[config.mk]
export PLATFORM = sky130hd
export DESIGN_NAME = sat_counter
export DESIGN_NICKNAME = d
export VERILOG_FILES = /design/src/rtl/sat_counter.sv
export SDC_FILE = /design/constraint.sdc
export NUM_CORES = 1
export LEC_CHECK = 0
export BUFFER_PORTS_ARGS = -buffer_cell sky130_fd_sc_hd__buf_2
export CAP_MARGIN = 20
export CORE_UTILIZATION = 55
export CTS_BUF_LIST = sky130_fd_sc_hd__clkbuf_4 sky130_fd_sc_hd__clkbuf_8 sky130_fd_sc_hd__clkbuf_16
export DETAILED_ROUTE_END_ITERATION = 10
export GPL_TIMING_DRIVEN = 0
export PLACE_DENSITY = 0.85
export SYNTH_ARGS = -nofsm -noshare
export SYNTH_HDL_FRONTEND = slang
export SYNTH_SLANG_ARGS = --single-unit
export TNS_END_PERCENT = 50
[constraint.sdc]
create_clock -name clk -period 2.55 [get_ports clk]
set_input_delay 0.255 -clock clk [delete_from_list [all_inputs] [get_ports clk]]
set_output_delay 0.255 -clock clk [all_outputs]
set_load 0.05 [all_outputs]
[src/rtl/sat_counter.sv]
// Saturating up-counter with a synchronous clear that wins over increment.
module sat_counter #(
    parameter int unsigned W = 16
) (
    input  logic         clk,
    input  logic         rst,
    input  logic         inc,
    input  logic         clr,
    output logic [W-1:0] cnt
);

    // Count register: clear first, then increment unless already at full scale.
    always_ff @(posedge clk or posedge rst) begin
        if (rst) begin
            cnt <= '0;
        end else if (clr) begin
            cnt <= '0;
        end else if (inc && (cnt != {W{1'b1}})) begin
            cnt <= cnt + W'(1);
        end
    end

endmodule : sat_counter

; Word-level counts from Yosys, hierarchy flattened
; Cells that the tools add are included.
[word_totals]
out_inout_bits = 16
register_bits = 16
word_cells = 7
input_bits = 4
[op_classes]
n_eq_ne = 1
n_reduce_logical = 2
n_mux = 2
addsub = 1
[op_table]
columns = operator, count
row1 = 2-to-1 mux 16 bit, 2
row2 = adder 16 x 1 -> 16 bit (second input constant), 1
row3 = != test 16 bit (second input constant), 1
row4 = nonzero test 2 bit, 1
row5 = logical AND 1 bit, 1

; Logic depth before layout (Yosys ltp)
; Gate-level depths: netlist (run 1).
[depth]
ltp_word = 4
mapped_depth = 6
depth_no_buf = 5

; Worst setup path before layout (run 1)
; OpenSTA, ideal clock, no wires.
[synth_path]
kind = register -> register
from = register cnt[0]
to = register cnt[0]
required_ns = 2.425
slack_ns = 0.415
path_buffers = 1
path_stages_with_launch = 7
synth_period_minus_slack_ns = 2.135
setup_ns = 0.125
arrival_time_ns = 2.010
cell_sequence = dfrtp_1 ha_1 clkbuf_1 nand3_1 nor4_1 nor2b_1 mux2_2
[synth_between]
elab_chain_cells = 3
elab_cells_between_ends = 6
cone_classes = add/sub (1) / eq/ne (1) / mux (2) / reduce/logical (2)
[synth_lines]
columns = item, line_no
row1 = from (decl), 9  ; output logic [W-1:0] cnt
row2 = from (signal assigned), 19  ; cnt <= cnt + W'(1);
row3 = adder 16 x 1 -> 16 bit or != test 16 bit (tied branches), "19, 18"
row4 = 2-to-1 mux 16 bit or logical AND 1 bit (tied branches), 18  ; end else if (inc && (cnt != {W{1'b1}})) begin
row5 = 2-to-1 mux 16 bit or nonzero test 2 bit (tied branches), n/a
; Several ways; a longest one is shown, not always the timed one. The select of a mux whose other input is x is not followed.
; A chain may end at the register's enable or synchronous reset.

; Final worst setup path (run 1)
; Ends and elaborated chain as after synthesis.

==> results of run 1 <==
==> routing by layer <==
| metal | vias to the layer above | share of wire, % | track usage [%] |
|---|---|---|---|
| met5 | - | 0 | 0 |
| met4 | 0 | 1.6 | 12.1 |
| met3 | 5 | 6.4 | 3.40 |
| met2 | 47 | 47 | 40.6 |
| met1 | 440 | 45 | 34.9 |
| li1 | 435 | - | - |
==> per-stage QoR <==
step	setup slack, ns	power [mW]	utilization, %	instances
CTS	0.447	0.479	69.6	138
global route	0.238	0.490	69.6	138
global placement	0.507	0.305	67.3	134
finish	0.430	0.479	69.6	138
detailed placement	0.472	0.306	67.3	134
floorplan	0.415	0.296	-	101
==> cell type report <==
| type | count | area [sq um] | area share, % |
|---|---|---|---|
| buffer | 4 | 25.0 | 2.33 |
| clock buffer | 4 | 36.3 | 3.38 |
| inverter | 3 | 11.3 | 1.05 |
| multi-input combinational | 78 | 495 | 46.2 |
| sequential | 16 | 400 | 37.3 |
| tap | 16 | 20.0 | 1.86 |
| timing repair buffer | 17 | 85.1 | 7.93 |
==> kinds of logic after synthesis <==
group / after synthesis / share of synthesized area, %
mux: 3 / 3.49
simple gates: 49 / 32.6
buf+inv: 7 / 3.89
fa+ha+maj: 1 / 1.34
compound gates: 25 / 15.7
flops: 16 / 43.0
==> synthesized netlist by cell type, drive strengths merged <==
cell,count
clkbuf,2
mux2,2
nand2,6
nor3,4
o31ai,5
nor2,3
a21oi,12
or3,7
nor2b,3
nand4,5
mux2i,1
buf,1
o21ai,5
nand2b,2
inv,3
dlygate4sd1,1
dfrtp,16
nand3,7
o41ai,2
nor4,3
a31oi,1
or4,8
ha,1
and4,1
==> worst register-to-register path: stages (launching register included) <==
cell	delay, ns
dfrtp_1	0.43
ha_1	0.16
clkbuf_1	0.29
nand3_1	0.11
nor4_1	0.55
nor2b_1	0.17
mux2_2	0.30
==> power by group <==
part / switching [mW] / internal [mW] / total, mW / leakage (nW)
Clock: 0.0906 / 0.0871 / 0.178 / 0.0210
Combinational: 0.0295 / 0.0110 / 0.0405 / 0.211
Sequential: 0.00419 / 0.257 / 0.261 / 0.222
==> path summary, 6_finish.rpt <==
check                                          from             endpoint  cells past startpoint
worst max register to register   cnt[0]$_DFFE_PP0P_   cnt[0]$_DFFE_PP0P_                      6
worst min register to register  cnt[14]$_DFFE_PP0P_  cnt[14]$_DFFE_PP0P_                      2
worst max-delay path             cnt[0]$_DFFE_PP0P_   cnt[0]$_DFFE_PP0P_                      6
worst min-delay path                            rst   cnt[5]$_DFFE_PP0P_                      2
min in group clk                                clr   cnt[7]$_DFFE_PP0P_                      2
max in group asynchronous                       rst   cnt[7]$_DFFE_PP0P_                      2
==> metrics.txt, run 1 <==
outcome complete, no violations; most frequent cells in the layout buf_2, dfrtp_1, a21oi_1, nand3_1; startpoint types register; Die X 43.2 um; final worst path period share about 83%; final hold vios 0; area growth from synthesis to layout 15.2%; most common cell after layout, fill and taps aside buf_2; CP Capture Type register; fill cell count 126; final instance area 0.00107 sq mm; Die Ht 43.2 um; FMAX around 0.47 GHz; crit path cell chain ha_1 -> clkbuf_1 -> nand3_1 -> nor4_1 -> nor2b_1 -> mux2_2; unrepaired setup endpoints after global routing no; H-tree Lvls 1; Worst Skew ~0.008 ns; largest cells by area after synthesis dfrtp_1, a21oi_1, or4_1; I/O Pins 20; # DRC 0; Arr. time, crit path roughly 2.3 ns; first-pass GRT wire length 3.63 mm; power per cell area 446 mW/mm^2; cells resized by post-CTS repair 0; total number of vias 927; slowest stage delay, CP around 0.55 ns; clock sink count 16; Max Cap Viol 0; CTS Buf Count 3; hold_ws 0.0300 ns; clock tree buffer depth 2; largest net degree at the start of global routing 17; setup_tns 0 ns; Worst-path clk slew roughly 0.11 ns; initial DRC count 32; initial antenna violation count 0; Hold-fix buffers, CTS 0; biggest regs cnt x16; CP max FO 8; Port Buffers 17; worst slew pin tran just over 0.7 ns; share of layout cells above drive strength 1 23.8%; Worst Hold Class primary input to async pin; CP delay by family, top simple AND/OR/NAND/NOR gates; R2R setup slack approximately 0.43 ns; Root Buffer clkbuf_4; Yosys top cell by area dfrtp_1; max_slew headroom 52.5%; leak pwr 0.454 nW; final wirelength around 2.2 mm; Tmin final between 2 and 2.5 ns; Post-Synthesis Cells about 100; Seq/Total Area, Yosys 43.0%; maximum VDD drop about 0.31 mV; Crit path required time 2.74 ns; post-synthesis net count about 110; die area roughly 0.0019 sq mm; clock latency on the worst-skew pair roughly 0.30 ns; per-cell routed wire length between 15 and 20 um; Synth warnings 0; GR Util All Layers around a quarter; CTS tree built; Crit Path Category register to register; Starting Density 60.5%; Via-to-Cell Ratio about 6.7; Final Setup Violations 0; vias in the first global route 814; Avg Cell Area, Syn between 9 and 10 sq um; max reg flops 16; Biggest register cnt; count of different cell masters after synthesis 29; dpl cell area a little over 0.001 sq mm; Diodes inserted 0; total gr overflow 0; DRT antenna net count 0; TritonRoute pass-1 iters 4; Critical Path Slowest Stage Cell nor4_1; Yosys reg bits 16; num rows 14; mapped cell area about 930 sq um; DP Wirelength approximately 1.5 mm; core footprint approximately 0.0015 sq mm; share of Yosys cell area claimed by the top area cell type roughly 43%; Final Slew Violations 0; Routability Congestion 0.753; Buf+Inv Stages, Crit Path 1; fin nets 128; Setup Buffers After CTS 0
No activity file was read; power rests on OpenSTA's default activity.
==> run 2, diff against run 1 <==
--- a/config.mk
+++ b/config.mk
@@ -7,11 +7,11 @@
 export LEC_CHECK = 0
 export BUFFER_PORTS_ARGS = -buffer_cell sky130_fd_sc_hd__buf_2
 export CAP_MARGIN = 20
-export CORE_UTILIZATION = 55
+export CORE_UTILIZATION = 47
 export CTS_BUF_LIST = sky130_fd_sc_hd__clkbuf_4 sky130_fd_sc_hd__clkbuf_8 sky130_fd_sc_hd__clkbuf_16
 export DETAILED_ROUTE_END_ITERATION = 10
 export GPL_TIMING_DRIVEN = 0
-export PLACE_DENSITY = 0.85
+export PLACE_DENSITY = 0.78
 export SYNTH_ARGS = -nofsm -noshare
 export SYNTH_HDL_FRONTEND = slang
 export SYNTH_SLANG_ARGS = --single-unit
==> constraint.sdc (replaced) <==
create_clock -name clk -period 1.95 [get_ports clk]
set_input_delay 0.195 -clock clk [delete_from_list [all_inputs] [get_ports clk]]
set_output_delay 0.195 -clock clk [all_outputs]
set_load 0.05 [all_outputs]
==> metrics.txt, run 2 (synthesis gave the netlist of run 1 again) <==
outcome complete, no violations; DRT antenna net count 0; Buf+Inv Stages, Crit Path 0; Tmin final 1.90 ns; CTS tree built; slowest stage delay, CP a little under 0.6 ns; Final Setup Violations 0; Setup Buffers After CTS 0; CTS Buf Count 3; Diodes inserted 0; FMAX ~0.53 GHz; Biggest register cnt; max_slew headroom around 59%; final instance count without filler cells approximately 150; setup_tns 0 ns; Critical Path Slowest Stage Cell or4_4; share of layout cells above drive strength 1 36.1%; most frequent cells in the layout buf_2, dfrtp_2, a21oi_1, nand3_1; final worst path period share 97.4%; final wirelength 2.06 mm; Crit path required time roughly 2.2 ns; DP Wirelength 1.43 mm; GR Util All Layers 22.3%; total gr overflow 0; Starting Density 52.3%; Crit Path Category register to register; vias in the first global route 766; first-pass GRT wire length approximately 3.4 mm; core footprint approximately 0.0018 sq mm; final hold vios 0; Final WS setup approximately 0.050 ns; clock tree buffer depth 2; Die X about 47 um; fin util 62.7%; biggest regs cnt x16; Arr. time, crit path around 2.1 ns; num rows 15; Die Ht roughly 47 um; largest net degree at the start of global routing 17; total number of vias just under 900; # DRC 0; Worst Setup SP cnt[2]$_DFFE_PP0P_; max reg flops 16; Hold Startpoint clr; H-tree Lvls 1; I/O Pins 20; startpoint types register; Final Slew Violations 0; Routability Congestion 0.760; Worst-path clk slew roughly 0.10 ns; Root Buffer clkbuf_4; most common cell after layout, fill and taps aside buf_2; die area roughly 0.0022 sq mm; CP delay by family, top simple AND/OR/NAND/NOR gates; fill cell count ~150; placed cells around 140; Max Cap Viol 0; initial antenna violation count 0; crit path cell chain nand4_1 -> or4_4 -> or4_1 -> a21oi_1; leak pwr around 0.45 nW; TritonRoute pass-1 iters 4; Port Buffers 17; worst slew pin tran just over 0.6 ns; Worst Hold Class primary input to register; per-cell routed wire length ~14 um; fin nets approximately 130; Via-to-Cell Ratio between 6 and 7; reg2reg start cnt[2]$_DFFE_PP0P_; clock latency on the worst-skew pair between 0.2 and 0.3 ns; clock sink count 16; Worst Skew 0.00845 ns; CP Capture Type register; power per cell area roughly 530 mW/mm^2; CP max FO 8; total power between 0.5 and 0.6 mW; area growth from synthesis to layout 19.9%; maximum VDD drop a little under 0.4 mV; worst slack, placed slightly below 0.1 ns; unrepaired setup endpoints after global routing yes; initial DRC count 7
## run 2: per-layer routing
metal | track usage [%] | vias to the layer above | part of all wire [%]
met4 | 8.82 | 0 | 1.3
met5 | 0 | - | 0
met3 | 3.53 | 2 | 3.4
li1 | - | 441 | -
met1 | 31.5 | 421 | 48
met2 | 33.6 | 25 | 47
## run 2: stage by stage
stage	area (sq um)	hold slack [ns]
finish	1120	0.114
global route	1120	0.123
CTS	1110	0.110
detailed placement	1070	0.308
global placement	1070	0.297
floorplan	956	0.108
## run 2: where the power goes
part | internal (mW) | switching [mW]
Combinational | 0.0159 | 0.0387
Sequential | 0.336 | 0.00567
Clock | 0.0936 | 0.107
Total | 0.446 | 0.152
## run 2: timing repair
action	4_1_cts	5_1_grt
hold endpoints to repair	16	0
endpoints found under the setup margin	0	4
hold buffers	1	0
gates resized for setup	0	1
## run 2: area by class of cell
class / instances / area, sq um / share of cell area (%)
multi-input combinational: 78 / 510 / 45.7
clock buffer: 4 / 30.0 / 2.69
buffer: 3 / 21.3 / 1.90
tap: 25 / 31.3 / 2.80
sequential: 16 / 418 / 37.4
inverter: 3 / 11.3 / 1.01
timing repair buffer: 18 / 95.1 / 8.51
## run 2: path summary, 6_finish.rpt
kind | end | slack, ns | cells after the start
min in group asynchronous | cnt[0]$_DFFE_PP0P_ | 0.53 | 3
min reg2reg | cnt[14]$_DFFE_PP0P_ | 0.58 | 2
max reg2reg | cnt[13]$_DFFE_PP0P_ | 0.05 | 4
max in group asynchronous | cnt[10]$_DFFE_PP0P_ | 0.97 | 3
max | cnt[13]$_DFFE_PP0P_ | 0.05 | 4
min | cnt[7]$_DFFE_PP0P_ | 0.11 | 2
==> run 3, diff against run 2 <==
--- a/config.mk
+++ b/config.mk
@@ -8,10 +8,10 @@
 export BUFFER_PORTS_ARGS = -buffer_cell sky130_fd_sc_hd__buf_2
 export CAP_MARGIN = 20
 export CORE_UTILIZATION = 47
-export CTS_BUF_LIST = sky130_fd_sc_hd__clkbuf_4 sky130_fd_sc_hd__clkbuf_8 sky130_fd_sc_hd__clkbuf_16
 export DETAILED_ROUTE_END_ITERATION = 10
 export GPL_TIMING_DRIVEN = 0
 export PLACE_DENSITY = 0.78
+export SETUP_SLACK_MARGIN = 0.2
 export SYNTH_ARGS = -nofsm -noshare
 export SYNTH_HDL_FRONTEND = slang
 export SYNTH_SLANG_ARGS = --single-unit
==> metrics.txt, run 3 (synthesis gave the netlist of run 1 again) <==
power per cell area 500 mW/mm^2; final hold vios 0; R2R setup slack between 0.15 and 0.2 ns; Root Buffer clkbuf_4; Switch Pwr about 0.17 mW; fin nets 140; final worst path period share between 90 and 100%; CTS tree built; initial antenna violation count 0; num rows 15; initial DRC count 20; CP Capture Type register; first-pass GRT wire length 3.89 mm; Port Buffers 17; Max Cap Viol 0; Crit path required time about 2.2 ns; worst slack, placed around 0.11 ns; Clock Power Share 36.5%; Routability Congestion 0.774; clock latency on the worst-skew pair 0.30 ns; per-cell routed wire length ~15 um; most common cell after layout, fill and taps aside buf_2; DRT antenna net count 0; Diodes inserted 0; max reg flops 16; setup_tns 0 ns; H-tree Lvls 1; Comb power frac 9.3%; Via-to-Cell Ratio between 6 and 7; startpoint types register; total gr overflow 0; Worst Skew 0.00353 ns; clock sink count 16; core footprint around 0.0018 sq mm; biggest regs cnt x16; # DRC 0; area growth from synthesis to layout 36.4%; fill cell count 124; Biggest register cnt; Final Slew Violations 0; total number of vias 977; TritonRoute pass-1 iters 4; fin util 71.3%; Reg power frac 54.2%; Die Ht between 40 and 50 um; outcome complete, no violations; Tmin final around 1.8 ns; die area approximately 0.0022 sq mm; Final Setup Violations 0; final instance count without filler cells 159; Final WS setup between 0.15 and 0.2 ns; placed cells around 140; unrepaired setup endpoints after global routing yes; largest net degree at the start of global routing 17; leak pwr around 0.51 nW; Starting Density roughly 52%; CTS Buf Count 3; Worst Hold Class primary input to register; share of layout cells above drive strength 1 ~49%; clock tree buffer depth 2; I/O Pins 20; GR Util All Layers between 20% and 30%; max_slew headroom 59.2%; DP Wirelength roughly 1.6 mm; Arr. time, crit path 2.02 ns; Pint around 0.47 mW; worst slew pin tran ~0.61 ns; Die X 46.5 um; FMAX 0.556 GHz; vias in the first global route 870; Switching Fraction 26.2%; Crit Path Category register to register; Worst-path clk slew ~0.10 ns; maximum VDD drop ~0.31 mV; most frequent cells in the layout buf_2, dfrtp_2, buf_4, a21oi_1; final wirelength 2.46 mm; CP max FO 7
[run 3: cell count changes in the layout (fill, tap and decap cells not counted), sizes merged]
| cell | change |
|---|---|
| clkbuf | +1 |
| buf | +11 |
[run 3: power groups by stage]
stage               registers, mW  clock network [mW]  logic, mW
floorplan                   0.363                   0     0.0284
global placement            0.350                   0     0.0545
detailed placement          0.351                   0     0.0569
CTS                         0.344               0.232     0.0599
global route                0.346               0.252     0.0639
finish                      0.345               0.232     0.0593
[run 3: final timing paths]
check | from | to | depth (start not counted)
max | cnt[3]$_DFFE_PP0P_ | cnt[12]$_DFFE_PP0P_ | 5
min in group asynchronous | rst | cnt[5]$_DFFE_PP0P_ | 3
max in group asynchronous | rst | cnt[6]$_DFFE_PP0P_ | 3
max reg2reg | cnt[3]$_DFFE_PP0P_ | cnt[12]$_DFFE_PP0P_ | 5
min reg2reg | cnt[14]$_DFFE_PP0P_ | cnt[14]$_DFFE_PP0P_ | 2
min | clr | cnt[7]$_DFFE_PP0P_ | 2
[run 3: timing repair]
| item | 4_1_cts | 5_1_grt |
|---|---|---|
| endpoints found under the setup margin | 3 | 14 |
| hold buffers | 1 | 0 |
| pin swaps | 1 | 6 |
| gates cloned | 0 | 0 |
| setup buffers | 5 | 6 |
| gates resized for setup | 1 | 8 |
| hold endpoints to repair | 16 | 0 |
[run 3: stage by stage]
step	hold WS [ns]	area (sq um)	total power, mW
finish	0.114	1270	0.636
global route	0.119	1270	0.662
CTS	0.117	1180	0.636
detailed placement	0.301	1090	0.407
global placement	0.296	1090	0.404
floorplan	0.108	978	0.392
[run 3: cell type report]
class                   instances  area [sq um]  share of cell area, %
plain buffers                   4          35.0                   2.76
clock buffers                   4          36.3                   2.85
inverters                       3          11.3                  0.886
multi-input cells              78           562                   44.2
flip-flops and latches         16           418                   32.9
well taps                      25          31.3                   2.46
repair buffers                 29           178                   14.0
[run 3: per-layer routing]
metal | wire length [um] | track usage [%] | up-vias
met2 | 1260 | 41.4 | 38
met4 | 34 | 8.82 | 0
li1 | - | - | 460
met5 | 0 | 0 | -
met1 | 1060 | 33.6 | 473
met3 | 111 | 3.53 | 6
[run 3: critical path, stage by stage (launching register included)]
cell and delay, ns:
dfrtp_2 0.42, nand4_1 0.17, buf_4 0.18, or4_1 0.48, or3_1 0.34, a21oi_2 0.14
